File: config.mk
export PLATFORM = sky130hd
export DESIGN_NAME = pc_sequencer_flat
export DESIGN_NICKNAME = d
export VERILOG_FILES = /design/src/rtl/pc_sequencer_if.sv /design/src/rtl/pc_sequencer.sv /design/src/flat_wrapper.sv
export SDC_FILE = /design/constraint.sdc
export NUM_CORES = 1
export LEC_CHECK = 0
export ABC_AREA = 1
export CAP_MARGIN = 10
export CORE_ASPECT_RATIO = 0.8
export CORE_MARGIN = 8
export CORE_UTILIZATION = 41
export DETAILED_ROUTE_END_ITERATION = 10
export PLACE_DENSITY = 0.77
export REMOVE_ABC_BUFFERS = 1
export SLEW_MARGIN = 20
export SYNTH_ARGS = -nofsm -noshare
export SYNTH_HDL_FRONTEND = slang
export SYNTH_SLANG_ARGS = --single-unit
File: constraint.sdc
create_clock -name clk -period 1.6 [get_ports clk]
set_clock_uncertainty 0.05 [all_clocks]
set_input_delay 0.16 -clock clk [delete_from_list [all_inputs] [get_ports clk]]
set_output_delay 0.16 -clock clk [all_outputs]
set_load 0.01 [all_outputs]
File: src/rtl/pc_sequencer_if.sv
// pc_sequencer_if: instruction-memory handshake and datapath commit bundle.
// Trap/mret/mepc signals exist only when PC_SEQ_TRAP_EN is defined.
interface pc_sequencer_if;
  logic        imem_req;
  logic [31:0] imem_addr;
  logic        imem_ack;
  logic [31:0] imem_rdata;
  logic [31:0] instr;
  logic        instr_valid;
  logic        commit;
  logic        stall;
  logic        redirect;
  logic [31:0] redirect_target;
  logic        halt;
`ifdef PC_SEQ_TRAP_EN
  logic        trap;
  logic        mret;
  logic [31:0] mepc;
`endif
  modport master (
    output imem_req, imem_addr, instr, instr_valid,
    input  imem_ack, imem_rdata, commit, stall, redirect, redirect_target, halt
`ifdef PC_SEQ_TRAP_EN
    , input trap, mret, output mepc
`endif
  );
  modport slave (
    input  imem_req, imem_addr, instr, instr_valid,
    output imem_ack, imem_rdata, commit, stall, redirect, redirect_target, halt
`ifdef PC_SEQ_TRAP_EN
    , output trap, mret, input mepc
`endif
  );
endinterface

File: src/rtl/pc_sequencer.sv
// pc_sequencer: PC owner that fetches over a req/ack handshake and picks the next PC on commit.
// Define PC_SEQ_TRAP_EN to add trap/mret handling with the mepc register.
module pc_sequencer #(
  parameter logic [31:0] RESET_VECTOR = 32'h0000_0000,
`ifdef PC_SEQ_TRAP_EN
  parameter logic [31:0] TRAP_VECTOR  = 32'h0000_0100,
`endif
  parameter int          MAX_WAIT     = 8
) (
  input  logic               clk,
  input  logic               reset,
  pc_sequencer_if.master     bus,
  output logic [31:0]        pc,
  output logic               halted,
  output logic               fetch_fault
);
  typedef enum logic [2:0] {IDLE, FETCH, EXEC, HALT, FAULT} state_t;
  state_t      state, state_n;
  logic [7:0]  cnt, cnt_n;
  logic [31:0] pc_n, instr, instr_n, sel;
  logic        valid, valid_n, halted_n, fault_n, go;
`ifdef PC_SEQ_TRAP_EN
  logic [31:0] mepc, mepc_n;
  assign sel = bus.trap ? TRAP_VECTOR : bus.mret ? mepc : bus.redirect ? bus.redirect_target : pc + 32'd4;
  assign bus.mepc = mepc;
`else
  assign sel = bus.redirect ? bus.redirect_target : pc + 32'd4;
`endif
  assign go              = state == EXEC && bus.commit && !bus.stall;
  assign bus.imem_req    = state == FETCH;
  assign bus.imem_addr   = pc;
  assign bus.instr       = instr;
  assign bus.instr_valid = valid;
  always_ff @(posedge clk or negedge reset)
    if (!reset) begin
      state       <= IDLE;
      cnt         <= '0;
      pc          <= RESET_VECTOR;
      instr       <= '0;
      valid       <= 1'b0;
      halted      <= 1'b0;
      fetch_fault <= 1'b0;
`ifdef PC_SEQ_TRAP_EN
      mepc        <= '0;
`endif
    end else begin
      state       <= state_n;
      cnt         <= cnt_n;
      pc          <= pc_n;
      instr       <= instr_n;
      valid       <= valid_n;
      halted      <= halted_n;
      fetch_fault <= fault_n;
`ifdef PC_SEQ_TRAP_EN
      mepc        <= mepc_n;
`endif
    end
  always_comb begin
    state_n  = state;
    cnt_n    = cnt;
    pc_n     = pc;
    instr_n  = instr;
    valid_n  = valid;
    halted_n = halted;
    fault_n  = fetch_fault;
`ifdef PC_SEQ_TRAP_EN
    mepc_n   = mepc;
`endif
    case (state)
      IDLE: state_n = FETCH;
      FETCH:
        if (bus.imem_ack) begin
          instr_n = bus.imem_rdata;
          valid_n = 1'b1;
          cnt_n   = '0;
          state_n = EXEC;
        end else begin
          cnt_n   = cnt + 8'd1;
          state_n = cnt_n == 8'(MAX_WAIT) ? FAULT : FETCH;
          fault_n = fetch_fault | (cnt_n == 8'(MAX_WAIT));
        end
      EXEC:
        if (go && bus.halt) begin
          state_n  = HALT;
          halted_n = 1'b1;
        end else if (go) begin
          pc_n    = sel;
          valid_n = 1'b0;
          // a misaligned target still loads pc so the faulting address is visible
          state_n = sel[1:0] != 2'b00 ? FAULT : FETCH;
          fault_n = fetch_fault | (sel[1:0] != 2'b00);
`ifdef PC_SEQ_TRAP_EN
          mepc_n  = bus.trap ? pc : mepc;
`endif
        end
      default: ;
    endcase
  end
endmodule

File: src/flat_wrapper.sv
// flat-port wrapper written by rule: the top's interface ports become plain ports
module pc_sequencer_flat 
#(
  parameter logic [31:0] RESET_VECTOR = 32'h0000_0000,

  parameter int          MAX_WAIT     = 8
)
  (clk, reset, pc, halted, fetch_fault, bus_imem_req, bus_imem_addr, bus_instr, bus_instr_valid, bus_imem_ack, bus_imem_rdata, bus_commit, bus_stall, bus_redirect, bus_redirect_target, bus_halt);
  pc_sequencer_if bus_i ();
  input  logic clk;
  input  logic reset;
  output logic [31:0] pc;
  output logic halted;
  output logic fetch_fault;
  output wire logic [$bits(bus_i.imem_req)-1:0] bus_imem_req;
  output wire logic [$bits(bus_i.imem_addr)-1:0] bus_imem_addr;
  output wire logic [$bits(bus_i.instr)-1:0] bus_instr;
  output wire logic [$bits(bus_i.instr_valid)-1:0] bus_instr_valid;
  input wire logic [$bits(bus_i.imem_ack)-1:0] bus_imem_ack;
  input wire logic [$bits(bus_i.imem_rdata)-1:0] bus_imem_rdata;
  input wire logic [$bits(bus_i.commit)-1:0] bus_commit;
  input wire logic [$bits(bus_i.stall)-1:0] bus_stall;
  input wire logic [$bits(bus_i.redirect)-1:0] bus_redirect;
  input wire logic [$bits(bus_i.redirect_target)-1:0] bus_redirect_target;
  input wire logic [$bits(bus_i.halt)-1:0] bus_halt;
  assign bus_imem_req = bus_i.imem_req;
  assign bus_imem_addr = bus_i.imem_addr;
  assign bus_instr = bus_i.instr;
  assign bus_instr_valid = bus_i.instr_valid;
  assign bus_i.imem_ack = bus_imem_ack;
  assign bus_i.imem_rdata = bus_imem_rdata;
  assign bus_i.commit = bus_commit;
  assign bus_i.stall = bus_stall;
  assign bus_i.redirect = bus_redirect;
  assign bus_i.redirect_target = bus_redirect_target;
  assign bus_i.halt = bus_halt;
  pc_sequencer #(.RESET_VECTOR(RESET_VECTOR), .MAX_WAIT(MAX_WAIT)) u_core (.clk(clk), .reset(reset), .bus(bus_i), .pc(pc), .halted(halted), .fetch_fault(fetch_fault));
endmodule
==> impl_table.tex, run 1 <==
\begin{tabular}{lr}
\hline
Metric & Value \\
\hline
\multicolumn{2}{l}{\textbf{Critical path}} \\
Worst path arrival time & 1850 ps \\
Top cell by count, worst path & nor2\_4 \\
Largest incremental delay on the critical path & 410 ps \\
Top fanout value on the critical path & 8 \\
Kind of critical path & reg -> reg \\
Worst-path cell chain & nor2\_4 -> nand2\_4 -> nor2\_4 -> inv\_4 -> nor2\_8 -> buf\_4 -> clkbuf\_16 -> nand3\_1 -> nand2\_1 -> inv\_1 \\
Max stage delay cell, worst path & dfrtp\_1 \\
Total buffers and inverters traversed by the critical path & 4 \\
Family with the most delay on the worst path & simple AND/OR/NAND/NOR gates \\
Type of origin of the critical path & flip-flop \\
Endpoint class of the critical path & flip-flop \\
Data required time of the worst path & 1790 ps \\
\multicolumn{2}{l}{\textbf{Placement}} \\
IO Port Bufs & 170 \\
Final weighted congestion in routability-driven placement & 0.874 \\
Placed standard-cell area & 0.00659 mm\^{}2 \\
DP Wirelength & 11500 um \\
\multicolumn{2}{l}{\textbf{STA}} \\
Setup TNS & -579 ps \\
Total count of max-transition violations in the final report & 0 \\
Slew at the pin closest to its max-slew limit & 373 ps \\
Final worst-path cycle share & 104\% \\
Max-Slew Margin vs Limit & 75.2\% \\
Final critical delay including setup and external delays & 1660 ps \\
Hold Violations, Final & 0 \\
Setup WS post-layout & -60.4 ps \\
Maximum frequency from static timing analysis & 602 MHz \\
Count of final setup violators & 18 \\
RSZ-0062 raised after global routing & yes \\
\multicolumn{2}{l}{\textbf{Worst hold path}} \\
Classification of the worst-slack hold path & in -> async \\
\multicolumn{2}{l}{\textbf{Pwr}} \\
Static Leakage & 3.68 nW \\
Peak supply drop & 0.570 mV \\
PD cells & 617 mW/mm\^{}2 \\
\multicolumn{2}{l}{\textbf{Global route}} \\
Number of global-route vias before repair & 4904 \\
Initial antenna violation count & 0 \\
First-pass GRT wire length & 24300 um \\
Largest net degree at the start of global routing & 36 \\
Gr ovfl total & 0 \\
Total track usage & 19.7\% \\
\multicolumn{2}{l}{\textbf{CTS}} \\
Clock Sinks & 78 \\
Clock Path Buffers & 2 \\
Clock slew seen by the registers of the worst setup and hold paths & 70 ps \\
Number of buffers created by CTS & 9 \\
Clock network latency to the later pin of the worst-skew pair & 340 ps \\
TritonCTS clock tree & built \\
CTS Root Buffer Type & clkbuf\_16 \\
Maximum level of the CTS H-tree & 3 \\
\multicolumn{2}{l}{\textbf{Run status}} \\
Violated checks & setup timing \\
Result of the run & complete, but fails checks \\
\multicolumn{2}{l}{\textbf{Synthesis}} \\
Async set or reset register ratio after synthesis & 100\% \\
Post-synthesis instance total & 598 \\
Cell Area, Synth & 0.00471 mm\^{}2 \\
Number of distinct library cells after synthesis & 41 \\
Primary flip-flop cell chosen by synthesis mapping & dfrtp\_1 \\
Post-synth EDFFs & 0 \\
Xor-xnor portion of the synthesized cell area & 0.743\% \\
Per-instance average area after synthesis & 7.88 um\^{}2 \\
Combinational family with the most area after synthesis & simple AND/OR/NAND/NOR gates \\
Part of the Yosys area used for sequential elements & 41.4\% \\
Multiplexer area fraction after synthesis & 9.08\% \\
Synth Warn \# & 0 \\
Adder-cell share of the synthesized area & 0.531\% \\
Compound-cell area share of the yosys netlist & 7.03\% \\
Number of flip-flops and latches in the synthesized netlist & 78 \\
Basic-gate share of the synthesized area counting and, or, nand and nor cells & 29.7\% \\
\multicolumn{2}{l}{\textbf{Final layout}} \\
Most common cell after layout, fill and taps aside & nand2\_1 \\
Post-route cell area & 0.00743 mm\^{}2 \\
Commonest cells after routing, fill and taps aside & nand2\_1 (180), clkdlybuf4s50\_1 (138), dfrtp\_1 (69), buf\_4 (55), nor2\_1 (45) \\
Share of cells above drive strength 1 & 23.7\% \\
Synthesis-to-finish area growth & 57.5\% \\
Final antenna diode count & 0 \\
Number of nets in the finished design & 870 \\
Fillers & 930 \\
\multicolumn{2}{l}{\textbf{Drt}} \\
Final antenna-violating net count & 0 \\
Post-route DRC violation count & 0 \\
Initial drt markers & 407 \\
Avg WL per Cell & 16.9 um \\
Final WL & 16100 um \\
Drt pass-1 iters & 5 \\
Routed via count & 4819 \\
Mean number of vias per cell & 5.07 \\
\multicolumn{2}{l}{\textbf{Die}} \\
Die area & 0.0152 mm\^{}2 \\
Standard-cell rows & 35 \\
Die height & 112 um \\
Effective utilization at floorplan & 41.4\% \\
Number of top-level design ports & 171 \\
Floorplan Core Area & 0.0114 mm\^{}2 \\
Horizontal die dimension & 136 um \\
\multicolumn{2}{l}{\textbf{Job}} \\
\# Max-Cap Violations & 0 \\
\hline
\end{tabular}
what timing repair did:
item	CTS	global route
buffers inserted	12	10
resized for setup	24	85
endpoints found under the setup margin	41	56
hold endpoints to repair	25	0
pin swaps	2	21
hold buffers	1	0
gates cloned	0	5
synthesized netlist by cell type, types with 3 or more instances:
library cell	count	area [um^2]
mux2_4	18	270
mux2_2	13	146
o22ai_1	3	18.8
nand2_2	5	31.3
buf_4	33	248
nand3b_1	6	45.0
nand3_1	34	170
a21oi_1	18	90.1
buf_6	6	67.6
nor2_1	69	259
o21ai_0	19	95.1
inv_2	3	11.3
nor2_2	6	37.5
buf_2	8	40.0
nand4_1	4	25.0
inv_1	42	158
o21ai_1	12	60.1
nor2_4	4	45.0
dfrtp_1	78	1950
nand2_1	191	717
cell families after synthesis:
family,after synthesis
AO/OA/AOI/OAI,60
XOR/XNOR,4
adder cells (fa/ha/maj),2
buffers and inverters,96
flip-flops,78
AND/OR/NAND/NOR,326
multiplexers,32
state kept, by name (all words and copies together) (netlist names):
name,cells
u_core.bus.imem_addr,32
u_core.bus.instr,32
u_core.cnt,8
u_core.state,3
u_core.bus.instr_valid,1
u_core.fetch_fault,1
u_core.halted,1
path summary, 6_finish.rpt:
kind | from | to | slack, ps | cells past startpoint
min in group clk | bus_redirect_target[9] | u_core.bus.imem_addr[9] | 370 | 3
setup / recovery | u_core.state[0] | u_core.bus.imem_addr[18] | -60 | 10
setup reg to reg | u_core.state[0] | u_core.bus.imem_addr[18] | -60 | 10
hold reg to reg | u_core.fetch_fault | u_core.fetch_fault | 420 | 2
max in group asynchronous | reset | u_core.bus.instr[25] | 650 | 3
hold / removal | reset | u_core.bus.imem_addr[20] | 240 | 2
per-stage QoR:
stage	instances	power [W]	util [%]	hold WS (ps)	setup WS (ps)
6_report	950	0.00458	65.2	240	-60.4
5_1_grt	950	0.00474	65.2	290	-151
4_1_cts	935	0.00460	61.3	256	0.118
3_5_place_dp	906	0.00265	57.9	57.5	-118
3_3_place_gp	906	0.00264	57.9	57.4	-60.1
2_1_floorplan	549	0.00221	-	-186	-119
area by class of cell:
type / count / area [um^2] / area share [%]
multi-input cells: 424 / 2420 / 32.6
clock inverters: 7 / 55.1 / 0.741
inverters: 47 / 190 / 2.56
well taps: 148 / 185 / 2.49
clock buffers: 9 / 225 / 3.03
repair buffers: 237 / 2390 / 32.1
flip-flops and latches: 78 / 1960 / 26.4
per-layer routing:
metal  GRT usage [%]  wire length (um)  share of wire (%)
met5               0                 0                  0
met4            4.82               231                1.4
met3            6.03              1640                 10
met2            33.0              7670                 48
met1            24.2              6520                 41
report_power, final:
group | total, W | internal [W] | switching (W) | leakage, nW
Combinational | 0.000607 | 0.000334 | 0.000273 | 2.59
Sequential | 0.00203 | 0.00200 | 0.0000333 | 0.960
Clock | 0.00194 | 0.00107 | 0.000874 | 0.133
Power figures use the tool's default switching activity.
==> inputs of run 2 (changes only) <==
Settings changed: CORE_ASPECT_RATIO 0.8 to 0.75.
==> run 2 against run 1 <==
Against the previous run: the run still ends with setup timing left; total power is 7.5% higher; setup slack better by 13 ps; register-to-register slack hardly changed; non-clock buffer count is 11 higher; via count is 3.3% higher; routed wire length is 1.8% higher; cell area is 0.74% higher; flip-flop and latch count stayed put; largest cell class unchanged; highest routed layer unchanged.
==> impl_table.tex, run 2 (synthesis gave the netlist of run 1 again) <==
\begin{tabular}{lr}
\hline
Metric & Value \\
\hline
\multicolumn{2}{l}{\textbf{CTS}} \\
Clock slew seen by the registers of the worst setup and hold paths & 60 ps (about the same) \\
Clock Path Buffers & 2 (unchanged) \\
Clock network latency to the later pin of the worst-skew pair & 340 ps (about the same) \\
CTS Root Buffer Type & clkbuf\_16 \\
Number of buffers created by CTS & 9 (unchanged) \\
TritonCTS clock tree & built \\
Maximum level of the CTS H-tree & 3 (unchanged) \\
Clock Sinks & 78 (unchanged) \\
\multicolumn{2}{l}{\textbf{STA}} \\
Final critical delay including setup and external delays & 1650 ps (-12.6 ps) \\
Slew at the pin closest to its max-slew limit & 406 ps (+33.5 ps) \\
Total count of max-transition violations in the final report & 0 (unchanged) \\
Setup WS post-layout & -47.8 ps (+12.6 ps) \\
Count of final setup violators & 2 (-16) \\
Final worst-path cycle share & 103\% (-0.78 points) \\
Max-Slew Margin vs Limit & 72.9\% (-2.2 points) \\
RSZ-0062 raised after global routing & yes \\
Hold Violations, Final & 0 (unchanged) \\
Maximum frequency from static timing analysis & 607 MHz (+0.76\%) \\
\multicolumn{2}{l}{\textbf{Pwr}} \\
Sw Share & 23.8\% (-2.0 points) \\
Static Leakage & 3.81 nW (+3.5\%) \\
Peak supply drop & 0.460 mV (-19\%) \\
PD cells & 658 mW/mm\^{}2 (+6.7\%) \\
Cell internal pwr & 0.00375 W (+10\%) \\
Power spent charging and discharging nets & 0.00117 W (-0.78\%) \\
Combinational fraction of design power & 12.7\% (-0.6 points) \\
Clock power frac & 46.2\% (+3.8 points) \\
Sequential share of power & 41.2\% (-3.2 points) \\
\multicolumn{2}{l}{\textbf{Final layout}} \\
Share of cells above drive strength 1 & 24.6\% (+0.91 points) \\
Fillers & 906 (-2.6\%) \\
Number of nets in the finished design & 881 (+1.3\%) \\
Non-Filler Instances & 957 (+0.74\%) \\
Final antenna diode count & 0 (unchanged) \\
Commonest cells after routing, fill and taps aside & nand2\_1 (179), clkdlybuf4s50\_1 (130), dfrtp\_1 (72), buf\_4 (68), nor2\_1 (51) \\
Synthesis-to-finish area growth & 58.7\% \\
Post-route cell area & 0.00748 mm\^{}2 (+0.74\%) \\
Most common cell after layout, fill and taps aside & nand2\_1 \\
\multicolumn{2}{l}{\textbf{Drt}} \\
Initial drt markers & 415 (+2.0\%) \\
Mean number of vias per cell & 5.20 (+2.5\%) \\
Post-route DRC violation count & 0 (unchanged) \\
Routed via count & 4977 (+3.3\%) \\
Drt pass-1 iters & 5 (unchanged) \\
Final WL & 16400 um (+1.8\%) \\
Final antenna-violating net count & 0 (unchanged) \\
Avg WL per Cell & 17.1 um (+1.1\%) \\
\multicolumn{2}{l}{\textbf{Placement}} \\
DP Worst Slack & -76.0 ps (+42.3 ps) \\
DP Wirelength & 11500 um (+0.18\%) \\
IO Port Bufs & 170 (unchanged) \\
Final weighted congestion in routability-driven placement & 0.981 (+12\%) \\
Number of cells in the design after placement & 912 (+0.66\%) \\
Placed standard-cell area & 0.00666 mm\^{}2 (+1.1\%) \\
\multicolumn{2}{l}{\textbf{Worst hold path}} \\
Classification of the worst-slack hold path & in -> async \\
\multicolumn{2}{l}{\textbf{Die}} \\
Number of top-level design ports & 171 (unchanged) \\
Horizontal die dimension & 140 um (+2.9\%) \\
Effective utilization at floorplan & 41.4\% (-0.055 points) \\
Die area & 0.0152 mm\^{}2 (about the same) \\
Die height & 109 um (-2.7\%) \\
Standard-cell rows & 34 (-2.9\%) \\
Floorplan Core Area & 0.0114 mm\^{}2 (+0.13\%) \\
\multicolumn{2}{l}{\textbf{Global route}} \\
Total track usage & 20.2\% (+0.43 points) \\
Gr ovfl total & 0 (unchanged) \\
First-pass GRT wire length & 24700 um (+1.9\%) \\
Number of global-route vias before repair & 5139 (+4.8\%) \\
Initial antenna violation count & 0 (unchanged) \\
Largest net degree at the start of global routing & 41 (+14\%) \\
\multicolumn{2}{l}{\textbf{Critical path}} \\
Top fanout value on the critical path & 6 (-2) \\
Data required time of the worst path & 1790 ps (about the same) \\
Reg-to-reg setup timing slack & -50 ps (about the same) \\
Cell count of the worst reg-to-reg path & 10 (unchanged) \\
Startpoint of the lowest-slack register-to-register path & u\_core.bus.imem\_addr[11] \\
Kind of critical path & reg -> reg \\
Worst path arrival time & 1840 ps (about the same) \\
Type of origin of the critical path & flip-flop \\
Endpoint class of the critical path & flip-flop \\
Terminus of the critical flop-to-flop path & u\_core.bus.imem\_addr[22] \\
\multicolumn{2}{l}{\textbf{Run status}} \\
Violated checks & setup timing \\
Result of the run & complete, but fails checks \\
\multicolumn{2}{l}{\textbf{Job}} \\
\# Max-Cap Violations & 0 (unchanged) \\
\hline
\end{tabular}
run 2: changes by cell type in the layout (fill, tap and decap cells not counted), sizes merged, moves of 2 or more:
cell | previous run | this run
dlymetal6s2s | 16 | 18
buf | 62 | 76
clkdlybuf4s50 | 138 | 130
bufinv | 0 | 2
dlygate4sd2 | 14 | 20
clkinvlp | 2 | 0
run 2: worst max-delay path, stage by stage (launching register included):
cell	delay, ps
dfrtp_2	420
buf_4	140
nand2_4	70
nor2_4	180
nand3_2	150
nor2_4	170
nand2_2	70
o21ai_1	120
nand2_1	60
nand2_1	60
inv_1	40
run 2: how the worst max path moves through the flow:
stage                                        start                       end  slack [ps]  cells past startpoint
after floorplan                    u_core.state[0]  u_core.bus.imem_addr[25]        -120                     10
final                     u_core.bus.imem_addr[11]  u_core.bus.imem_addr[22]         -50                     10
after global routing      u_core.bus.imem_addr[13]  u_core.bus.imem_addr[22]         -80                     10
after CTS                 u_core.bus.imem_addr[24]         bus_imem_addr[24]           2                      2
after global placement                  bus_commit  u_core.bus.imem_addr[25]         -60                     11
after detailed placement              bus_redirect  u_core.bus.imem_addr[12]         -80                      6
run 2: stage by stage:
step	hold WS, ps	setup TNS, ps	utilization [%]	power, W
after floorplan	-186	-938	-	0.00221
after detailed placement	61.6	-478	58.4	0.00266
after global placement	55.1	-137	58.4	0.00264
after global routing	295	-796	65.6	0.00510
final	257	-77.4	65.6	0.00492
after CTS	255	0	62.2	0.00493
run 2: repair_timing:
item / CTS / global route
gates cloned: 0 / 3
pin swaps: 0 / 19
setup endpoints to repair: 44 / 54
setup buffers: 16 / 9
hold endpoints to repair: 23 / 0
hold buffers: 1 / 0
resized for setup: 25 / 89
run 2: power by group through the flow:
stage                     registers [W]  logic (W)  clock network, W
after floorplan                 0.00210   0.000113                 0
after detailed placement        0.00207   0.000589                 0
after global placement          0.00206   0.000578                 0
final                           0.00203   0.000623           0.00227
after CTS                       0.00202   0.000605           0.00230
after global routing            0.00203   0.000672           0.00240
run 2: cell type report:
class	instances	area, um^2	share of cell area (%)
clock buffers	11	243	3.24
repair buffers	248	2410	32.2
inverters	47	189	2.53
multi-input cells	424	2420	32.3
clock inverters	5	82.6	1.10
well taps	144	180	2.41
flip-flops and latches	78	1960	26.2
run 2: layer usage:
metal  part of all wire (%)  global-route usage (%)
met5                      0                       0
met2                     47                    34.4
met3                     10                    8.75
met1                     40                    22.2
met4                    2.7                    7.88
